--- config.mk ---
export PLATFORM = sky130hd
export DESIGN_NAME = im_fetch_unit_flat
export DESIGN_NICKNAME = d
export VERILOG_FILES = /design/src/rtl/im_fetch_if.sv /design/src/rtl/im_fetch_unit.sv /design/src/flat_wrapper.sv
export SDC_FILE = /design/constraint.sdc
export NUM_CORES = 1
export LEC_CHECK = 0
export ABC_AREA = 0
export ABC_CLOCK_PERIOD_IN_PS = 4440
export CAP_MARGIN = 10
export CORE_MARGIN = 2
export CORE_UTILIZATION = 46
export DETAILED_ROUTE_END_ITERATION = 8
export PLACE_DENSITY = 0.84
export SYNTH_ARGS = -nofsm -noshare
export SYNTH_HDL_FRONTEND = slang
export SYNTH_SLANG_ARGS = --single-unit
--- constraint.sdc ---
create_clock -name clk_i -period 4.44 [get_ports clk_i]
set_input_delay 0.888 -clock clk_i [delete_from_list [all_inputs] [get_ports clk_i]]
set_output_delay 0.888 -clock clk_i [all_outputs]
set_load 0.02 [all_outputs]
--- src/rtl/im_fetch_if.sv ---
// Fetch-unit bus bundle: instruction memory read port, redirect input,
// decode-side valid/ready handshake and performance counter outputs.
interface im_fetch_if;
    logic [31:0] im_addr_o;
    logic [31:0] im_rd_i;
    logic        redirect_i;
    logic [31:0] redirect_pc_i;
    logic        instr_valid_o;
    logic        instr_ready_i;
    logic [31:0] instr_o;
    logic [31:0] pc_o;
    logic        fault_o;
    logic [31:0] perf_fetch_o;
    logic [31:0] perf_stall_o;

    modport master (
        output im_addr_o,
        input  im_rd_i,
        input  redirect_i,
        input  redirect_pc_i,
        output instr_valid_o,
        input  instr_ready_i,
        output instr_o,
        output pc_o,
        output fault_o,
        output perf_fetch_o,
        output perf_stall_o
    );

    modport slave (
        input  im_addr_o,
        output im_rd_i,
        output redirect_i,
        output redirect_pc_i,
        input  instr_valid_o,
        output instr_ready_i,
        input  instr_o,
        input  pc_o,
        input  fault_o,
        input  perf_fetch_o,
        input  perf_stall_o
    );
endinterface

--- src/rtl/im_fetch_unit.sv ---
// Instruction fetch initiator with a 2-entry {pc, instr, fault} buffer toward decode.
// Optional FETCH_PERF_EN macro enables the accepted-instruction and stall counters.
module im_fetch_unit #(
    parameter logic [31:0] RESET_PC = 32'h7600_0000,
    parameter logic [23:0] IM_BASE  = 24'h760000
) (
    input logic         clk_i,
    input logic         rst_n_i,
    im_fetch_if.master  bus
);

    typedef enum logic [1:0] {
        EMPTY = 2'd0,
        PART  = 2'd1,
        FULL  = 2'd2
    } fill_e;

    typedef struct packed {
        logic [31:0] pc;
        logic [31:0] instr;
        logic        fault;
    } entry_t;

    fill_e       fill_q, fill_d;
    logic [31:0] fpc_q, fpc_d;
    logic        wr_ptr_q, wr_ptr_d;
    logic        rd_ptr_q, rd_ptr_d;
    logic        halted_q, halted_d;
    entry_t      buf_q [2];
    entry_t      push_entry;
    logic        push;
    logic        pop;
    logic        fetch_fault;
    logic        valid;

    assign valid       = (fill_q != EMPTY);
    assign pop         = valid && bus.instr_ready_i;
    assign fetch_fault = (fpc_q[31:8] != IM_BASE) || (fpc_q[1:0] != 2'b00);

    // State register
    always_ff @(posedge clk_i or negedge rst_n_i) begin
        if (!rst_n_i) begin
            fill_q   <= EMPTY;
            fpc_q    <= RESET_PC;
            wr_ptr_q <= 1'b0;
            rd_ptr_q <= 1'b0;
            halted_q <= 1'b0;
            for (int unsigned i = 0; i < 2; i++) begin
                buf_q[i] <= '0;
            end
        end else begin
            fill_q   <= fill_d;
            fpc_q    <= fpc_d;
            wr_ptr_q <= wr_ptr_d;
            rd_ptr_q <= rd_ptr_d;
            halted_q <= halted_d;
            if (push) begin
                buf_q[wr_ptr_q] <= push_entry;
            end
        end
    end

    // Next-state logic; a redirect overrides any push and discards the buffer
    always_comb begin
        fill_d     = fill_q;
        fpc_d      = fpc_q;
        wr_ptr_d   = wr_ptr_q;
        rd_ptr_d   = rd_ptr_q;
        halted_d   = halted_q;
        push       = 1'b0;
        push_entry = '0;

        if (bus.redirect_i) begin
            fill_d   = EMPTY;
            fpc_d    = bus.redirect_pc_i;
            wr_ptr_d = 1'b0;
            rd_ptr_d = 1'b0;
            halted_d = 1'b0;
        end else begin
            push = !halted_q && ((fill_q != FULL) || pop);
            if (push) begin
                wr_ptr_d = !wr_ptr_q;
                if (fetch_fault) begin
                    push_entry = '{pc: fpc_q, instr: 32'h0, fault: 1'b1};
                    halted_d   = 1'b1;
                end else begin
                    push_entry = '{pc: fpc_q, instr: bus.im_rd_i, fault: 1'b0};
                    fpc_d      = fpc_q + 32'd4;
                end
            end
            if (pop) begin
                rd_ptr_d = !rd_ptr_q;
            end
            unique case ({push, pop})
                2'b10: fill_d = (fill_q == EMPTY) ? PART : FULL;
                2'b01: fill_d = (fill_q == FULL) ? PART : EMPTY;
                default: fill_d = fill_q;
            endcase
        end
    end

    // Output logic
    always_comb begin
        bus.im_addr_o     = fpc_q;
        bus.instr_valid_o = valid;
        bus.instr_o       = '0;
        bus.pc_o          = '0;
        bus.fault_o       = 1'b0;
        if (valid) begin
            bus.instr_o = buf_q[rd_ptr_q].instr;
            bus.pc_o    = buf_q[rd_ptr_q].pc;
            bus.fault_o = buf_q[rd_ptr_q].fault;
        end
    end

`ifdef FETCH_PERF_EN
    logic [31:0] perf_fetch_q;
    logic [31:0] perf_stall_q;

    always_ff @(posedge clk_i or negedge rst_n_i) begin
        if (!rst_n_i) begin
            perf_fetch_q <= '0;
            perf_stall_q <= '0;
        end else begin
            if (pop) begin
                perf_fetch_q <= perf_fetch_q + 32'd1;
            end
            if (valid && !bus.instr_ready_i) begin
                perf_stall_q <= perf_stall_q + 32'd1;
            end
        end
    end

    assign bus.perf_fetch_o = perf_fetch_q;
    assign bus.perf_stall_o = perf_stall_q;
`else
    assign bus.perf_fetch_o = '0;
    assign bus.perf_stall_o = '0;
`endif

endmodule

--- src/flat_wrapper.sv ---
// flat-port wrapper written by rule: the top's interface ports become plain ports
module im_fetch_unit_flat 
#(
    parameter logic [31:0] RESET_PC = 32'h7600_0000,
    parameter logic [23:0] IM_BASE  = 24'h760000
)
  (clk_i, rst_n_i, bus_im_addr_o, bus_im_rd_i, bus_redirect_i, bus_redirect_pc_i, bus_instr_valid_o, bus_instr_ready_i, bus_instr_o, bus_pc_o, bus_fault_o, bus_perf_fetch_o, bus_perf_stall_o);
  im_fetch_if bus_i ();
  input logic clk_i;
  input logic rst_n_i;
  output wire logic [$bits(bus_i.im_addr_o)-1:0] bus_im_addr_o;
  input wire logic [$bits(bus_i.im_rd_i)-1:0] bus_im_rd_i;
  input wire logic [$bits(bus_i.redirect_i)-1:0] bus_redirect_i;
  input wire logic [$bits(bus_i.redirect_pc_i)-1:0] bus_redirect_pc_i;
  output wire logic [$bits(bus_i.instr_valid_o)-1:0] bus_instr_valid_o;
  input wire logic [$bits(bus_i.instr_ready_i)-1:0] bus_instr_ready_i;
  output wire logic [$bits(bus_i.instr_o)-1:0] bus_instr_o;
  output wire logic [$bits(bus_i.pc_o)-1:0] bus_pc_o;
  output wire logic [$bits(bus_i.fault_o)-1:0] bus_fault_o;
  output wire logic [$bits(bus_i.perf_fetch_o)-1:0] bus_perf_fetch_o;
  output wire logic [$bits(bus_i.perf_stall_o)-1:0] bus_perf_stall_o;
  assign bus_im_addr_o = bus_i.im_addr_o;
  assign bus_i.im_rd_i = bus_im_rd_i;
  assign bus_i.redirect_i = bus_redirect_i;
  assign bus_i.redirect_pc_i = bus_redirect_pc_i;
  assign bus_instr_valid_o = bus_i.instr_valid_o;
  assign bus_i.instr_ready_i = bus_instr_ready_i;
  assign bus_instr_o = bus_i.instr_o;
  assign bus_pc_o = bus_i.pc_o;
  assign bus_fault_o = bus_i.fault_o;
  assign bus_perf_fetch_o = bus_i.perf_fetch_o;
  assign bus_perf_stall_o = bus_i.perf_stall_o;
  im_fetch_unit #(.RESET_PC(RESET_PC), .IM_BASE(IM_BASE)) u_core (.clk_i(clk_i), .rst_n_i(rst_n_i), .bus(bus_i));
endmodule
* Yosys cells after proc, flatten, opt, wreduce, memory -nomap -nowiden
Cells that the tools add are included.
Operators by class: reductions and logical operators 17, magnitude comparators 3, bitwise gates (word level) 2, equal/unequal tests 6, add/sub/neg operators 1, mux-type cells 27
Operator list (number):
- $mux W65 | 6
- $mux W32 | 5
- $bwmux W130 | 1
- $demux W65 S1 | 1
- $mux W33 | 1
- $add A32 B3 Y32 const B | 1
- $ne A24 B23 Y1 const B | 1
- $mux W1 | 10
- $reduce_bool A2 Y1 | 5
- $eq A2 B2 Y1 const B | 2
- $ge A2 B2 Y1 const B | 2
- $mux W2 | 2
- $ne A2 B2 Y1 const B | 2
- $not A1 Y2 | 2
- $pmux W2 S2 | 1
- $reduce_and A2 Y1 | 2
- $logic_and A1 B1 Y1 | 3
- $logic_not A1 Y1 | 3
- $reduce_bool A3 Y1 | 1
- $eq A2 B1 Y1 const B | 1
- $logic_not A2 Y1 | 1
- $logic_or A1 B1 Y1 | 2
- $lt A2 B1 Y1 const B | 1
Word-level totals: output and inout bits 162, logic and storage cells 67, flip-flop bits (word level) 167, input port bits 68

* Depth between registers and ports, before layout
depth after elaboration 7, gate-level depth with buffers 7, gate-level depth less buffers 5

* Worst setup path after synthesis
OpenSTA, ideal clock, no wires.
path type register -> output, from reg u_core.rd_ptr_q, to out bus_instr_o[22], required time 3.552 ns, path buffers 3, cell stages (with the launch flop) 6, slack 2.052 ns, arrival time 1.500 ns, cell sequence dfrtp_1 > clkbuf_1 > clkbuf_1 > buf_2 > mux2i_1 > nor2_1
On the way: word-level cells in the longest chain between the ends 5
Ends and longest elaborated chain:
- start, declared | line im_fetch_unit.sv:27 | logic rd_ptr_q, rd_ptr_d;
- start signal, assigned | line im_fetch_unit.sv:55 | rd_ptr_q <= rd_ptr_d;
- $not A1 Y2 (implied by the code) | line im_fetch_unit.sv:110 | bus.instr_o = buf_q[rd_ptr_q].instr;
- $mux W65 (implied by the code) (3 in a row) | line im_fetch_unit.sv:110
- $mux W32 | line im_fetch_unit.sv:109 | if (valid) begin
- end, declared | line flat_wrapper.sv:17 | output wire logic [$bits(bus_i.instr_o)-1:0] bus_instr_o;
Every way passes these cells. The select of a mux whose other input is x is not followed.

* Worst setup path in the final report
Ends and elaborated chain as after synthesis.

==> impl_metrics.env <==
export IMPL_status="complete, no violations"
export IMPL_dr_pass1_iters=5
export IMPL_die_x_um=138
export IMPL_drv_cap=0
export IMPL_setup_violations=0
export IMPL_slowest_delay_ns=0.93
export IMPL_seq_area_frac_synth=0.509
export IMPL_clk_pin_slew_ns=0.06
export IMPL_hold_class="reg2reg"
export IMPL_grt_pass1_vias=5574
export IMPL_grt_max_degree=108
export IMPL_cp_slowest_cell="dfrtp_4"
export IMPL_place_gp_congestion=0.764
export IMPL_cts_path_max_buffers=2
export IMPL_syn_inst=735
export IMPL_rsz0062_at_grt="false"
export IMPL_cts_sinks=167
export IMPL_core_rowCount=48
export IMPL_worst_pin_slew_ns=0.972
export IMPL_ys_types=39
export IMPL_irDropWorstVdd_mv=0.386
export IMPL_cp_required_ns=3.55
export IMPL_relSlewSlack=0.352
export IMPL_worst_path_buf_inv=2
export IMPL_critPathLaunchType="register"
export IMPL_cts_tree="yes"
export IMPL_p_leak_uw=0.00438
export IMPL_synth_area_um2=8220
export IMPL_synth_area_leaders="dfrtp_1 (49%), mux2_2 (12%), mux2i_1 (7.9%)"
export IMPL_synth_top_area_share=0.493
export IMPL_worst_slack_ns=0.873
export IMPL_synth_flop_cell="dfrtp_1"
export IMPL_first_iter_violations=350
export IMPL_io_buffers=165
export IMPL_synthMuxAreaShare=0.204
export IMPL_cp_end_kind="output port"
export IMPL_grt_antenna_before_repair=0
export IMPL_antenna_cells=0
export IMPL_final_nets=945
export IMPL_synth_most_common_cell="dfrtp_1"
export IMPL_p_per_area_nw_per_um2=411
export IMPL_yosysWarnings=0
export IMPL_vias=5729
export IMPL_drc=0
export IMPL_root_buffer="clkbuf_16"
export IMPL_drtAntennaViolNets=0
export IMPL_cts_buffers=17
export IMPL_wire_per_inst_um=15.8
export IMPL_cts_resized=0
export IMPL_die_area_um2=18900
export IMPL_worstPathMaxFanout=42
export IMPL_synth_area_per_cell_um2=11.2
export IMPL_drt_total_wl_mm=17.6
export IMPL_hold_buffers=0
export IMPL_fmax_mhz=280
export IMPL_initial_core_util=0.473
export IMPL_worstPathArrival_ns=2.68
export IMPL_final_setup_skew_ns=0.0112
export IMPL_min_period_over_period=0.803
export IMPL_pin_count=230
export IMPL_postCtsSetupBuffers=0
export IMPL_core_area_um2=17400
export IMPL_gr_total_overflow=0
export IMPL_drive_gt1_frac=0.166
export IMPL_cp_top_family="buffers and inverters"
export IMPL_grt_pass1_wl_mm=28.2
export IMPL_fill_cells=1420
export IMPL_insertion_delay_ns=0.42
export IMPL_crit_type="reg2out"
export IMPL_netlist_top_cells_count="dfrtp_1 (162), mux2_2 (85), nor2_1 (75), nand2_1 (69), mux2i_1 (65)"
export IMPL_finalHoldViolCount=0
export IMPL_die_height_um=138
export IMPL_h_tree_depth=4
export IMPL_path_cells="buf_4 > mux2i_1 > nor2_1 > clkdlybuf4s50_1"
export IMPL_synth_top_family_by_area="multiplexers"
export IMPL_ys_seq_elements=167
export IMPL_place_ws_ns=1.05
export IMPL_slew_viol_final=0
export IMPL_whs_ns=0.473
export IMPL_synth_xor_area_frac=0.00213
export IMPL_min_period_ns=3.57
export IMPL_synth_edff_count=0
export IMPL_fin_tns_setup_ns=0
export IMPL_grt_util_all_layers=0.192
export IMPL_area_growth_pct=26.4
export IMPL_synth_adder_area_share=0.00152
export IMPL_via_per_inst=5.14
export IMPL_hpwl_mm=11.7
export IMPL_synth_compound_area_frac=0.0835
export IMPL_yosys_area_share_simple=0.0928
export IMPL_synth_largest_area_cell="dfrtp_1"
export IMPL_synthArstFlopShare=1.00
registers in the layout (all words and copies together), names as in the netlist:
signal	count
u_core.buf_q	130
u_core.bus.im_addr_o	32
u_core.fill_q	2
u_core.halted_q	1
u_core.rd_ptr_q	1
u_core.wr_ptr_q	1
cells in the final DEF (no fill, tap or decap), drive strengths merged, types with 4 or more instances in the layout:
cell type      netlist  final
clkdlybuf4s50        0    164
dfrtp              162    162
mux2                91     91
nor2                75     75
o31ai               70     70
nand2               69     69
mux2i               65     65
conb                 1     64
inv                 36     36
clkbuf              12     24
buf                102      9
nand3                6      6
or4                  5      5
a31oi                5      5
dfstp                5      5
nor4                 5      5
a21oi                4      4
kinds of logic after synthesis:
logic type | after synthesis
muxes | 156
adders and majority gates | 1
AOI/OAI and AO/OA | 85
buffers and inverters | 150
and+or+nand+nor | 173
other | 1
DFF | 167
xor gates and xnor gates | 2
per-layer routing:
metal | global-route usage | vias to the layer above | share of wire
met2 | 0.313 | 216 | 0.49
met5 | 0 | - | 0
met4 | 0.0561 | 0 | 0.0086
li1 | - | 2685 | -
met1 | 0.244 | 2813 | 0.42
met3 | 0.0644 | 15 | 0.085
path summary, 6_finish.rpt:
check | slack [ns] | endpoint | depth (start not counted) | start
min in group asynchronous | 0.58 | u_core.bus.im_addr_o[22]$_DFFE_PN0P_ | 1 | rst_n_i
setup / recovery | 0.87 | bus_instr_o[22] | 4 | u_core.rd_ptr_q$_DFFE_PN0P_
hold reg to reg | 0.47 | u_core.buf_q[95]$_DFFE_PN0P_ | 2 | u_core.buf_q[95]$_DFFE_PN0P_
max in group asynchronous | 3.00 | u_core.bus.im_addr_o[29]$_DFFE_PN1P_ | 2 | rst_n_i
hold / removal | 0.47 | u_core.buf_q[95]$_DFFE_PN0P_ | 2 | u_core.buf_q[95]$_DFFE_PN0P_
setup reg to reg | 1.89 | u_core.buf_q[14]$_DFFE_PN0P_ | 5 | u_core.bus.im_addr_o[16]$_DFFE_PN0P_
per-stage QoR:
| step | total power [uW] | util | cells | cell area [um^2] |
|---|---|---|---|---|
| global route | 4470 | 0.598 | 1114 | 10400 |
| CTS | 4310 | 0.598 | 1114 | 10400 |
| global placement | 2790 | 0.564 | 1082 | 9790 |
| detailed placement | 2820 | 0.564 | 1082 | 9790 |
| finish | 4270 | 0.598 | 1114 | 10400 |
| floorplan | 2490 | - | 798 | 8450 |
layout make-up:
cell class,instances,area [um^2],area share
clock buffer,24,472,0.0454
clock inverter,8,123,0.0118
inverter,36,135,0.0130
multi-input combinational,481,3420,0.329
sequential,167,4190,0.404
tap,225,282,0.0271
timing repair buffer,173,1760,0.170
worst register-to-register path, cell delays in order, from the launching register on:
cell	delay (ns)
dfrtp_1	0.43
nor4_1	0.37
nand3_1	0.46
or2_2	0.45
buf_4	0.34
o31ai_1	0.39
report_power, final:
part | internal, uW | total, uW | switching [uW] | leakage (uW)
logic | 443 | 868 | 425 | 0.00200
registers | 1760 | 1920 | 164 | 0.00210
clock network | 913 | 1480 | 564 | 0.000280
total | 3110 | 4270 | 1150 | 0.00438
No activity file was read; power rests on OpenSTA's default activity.
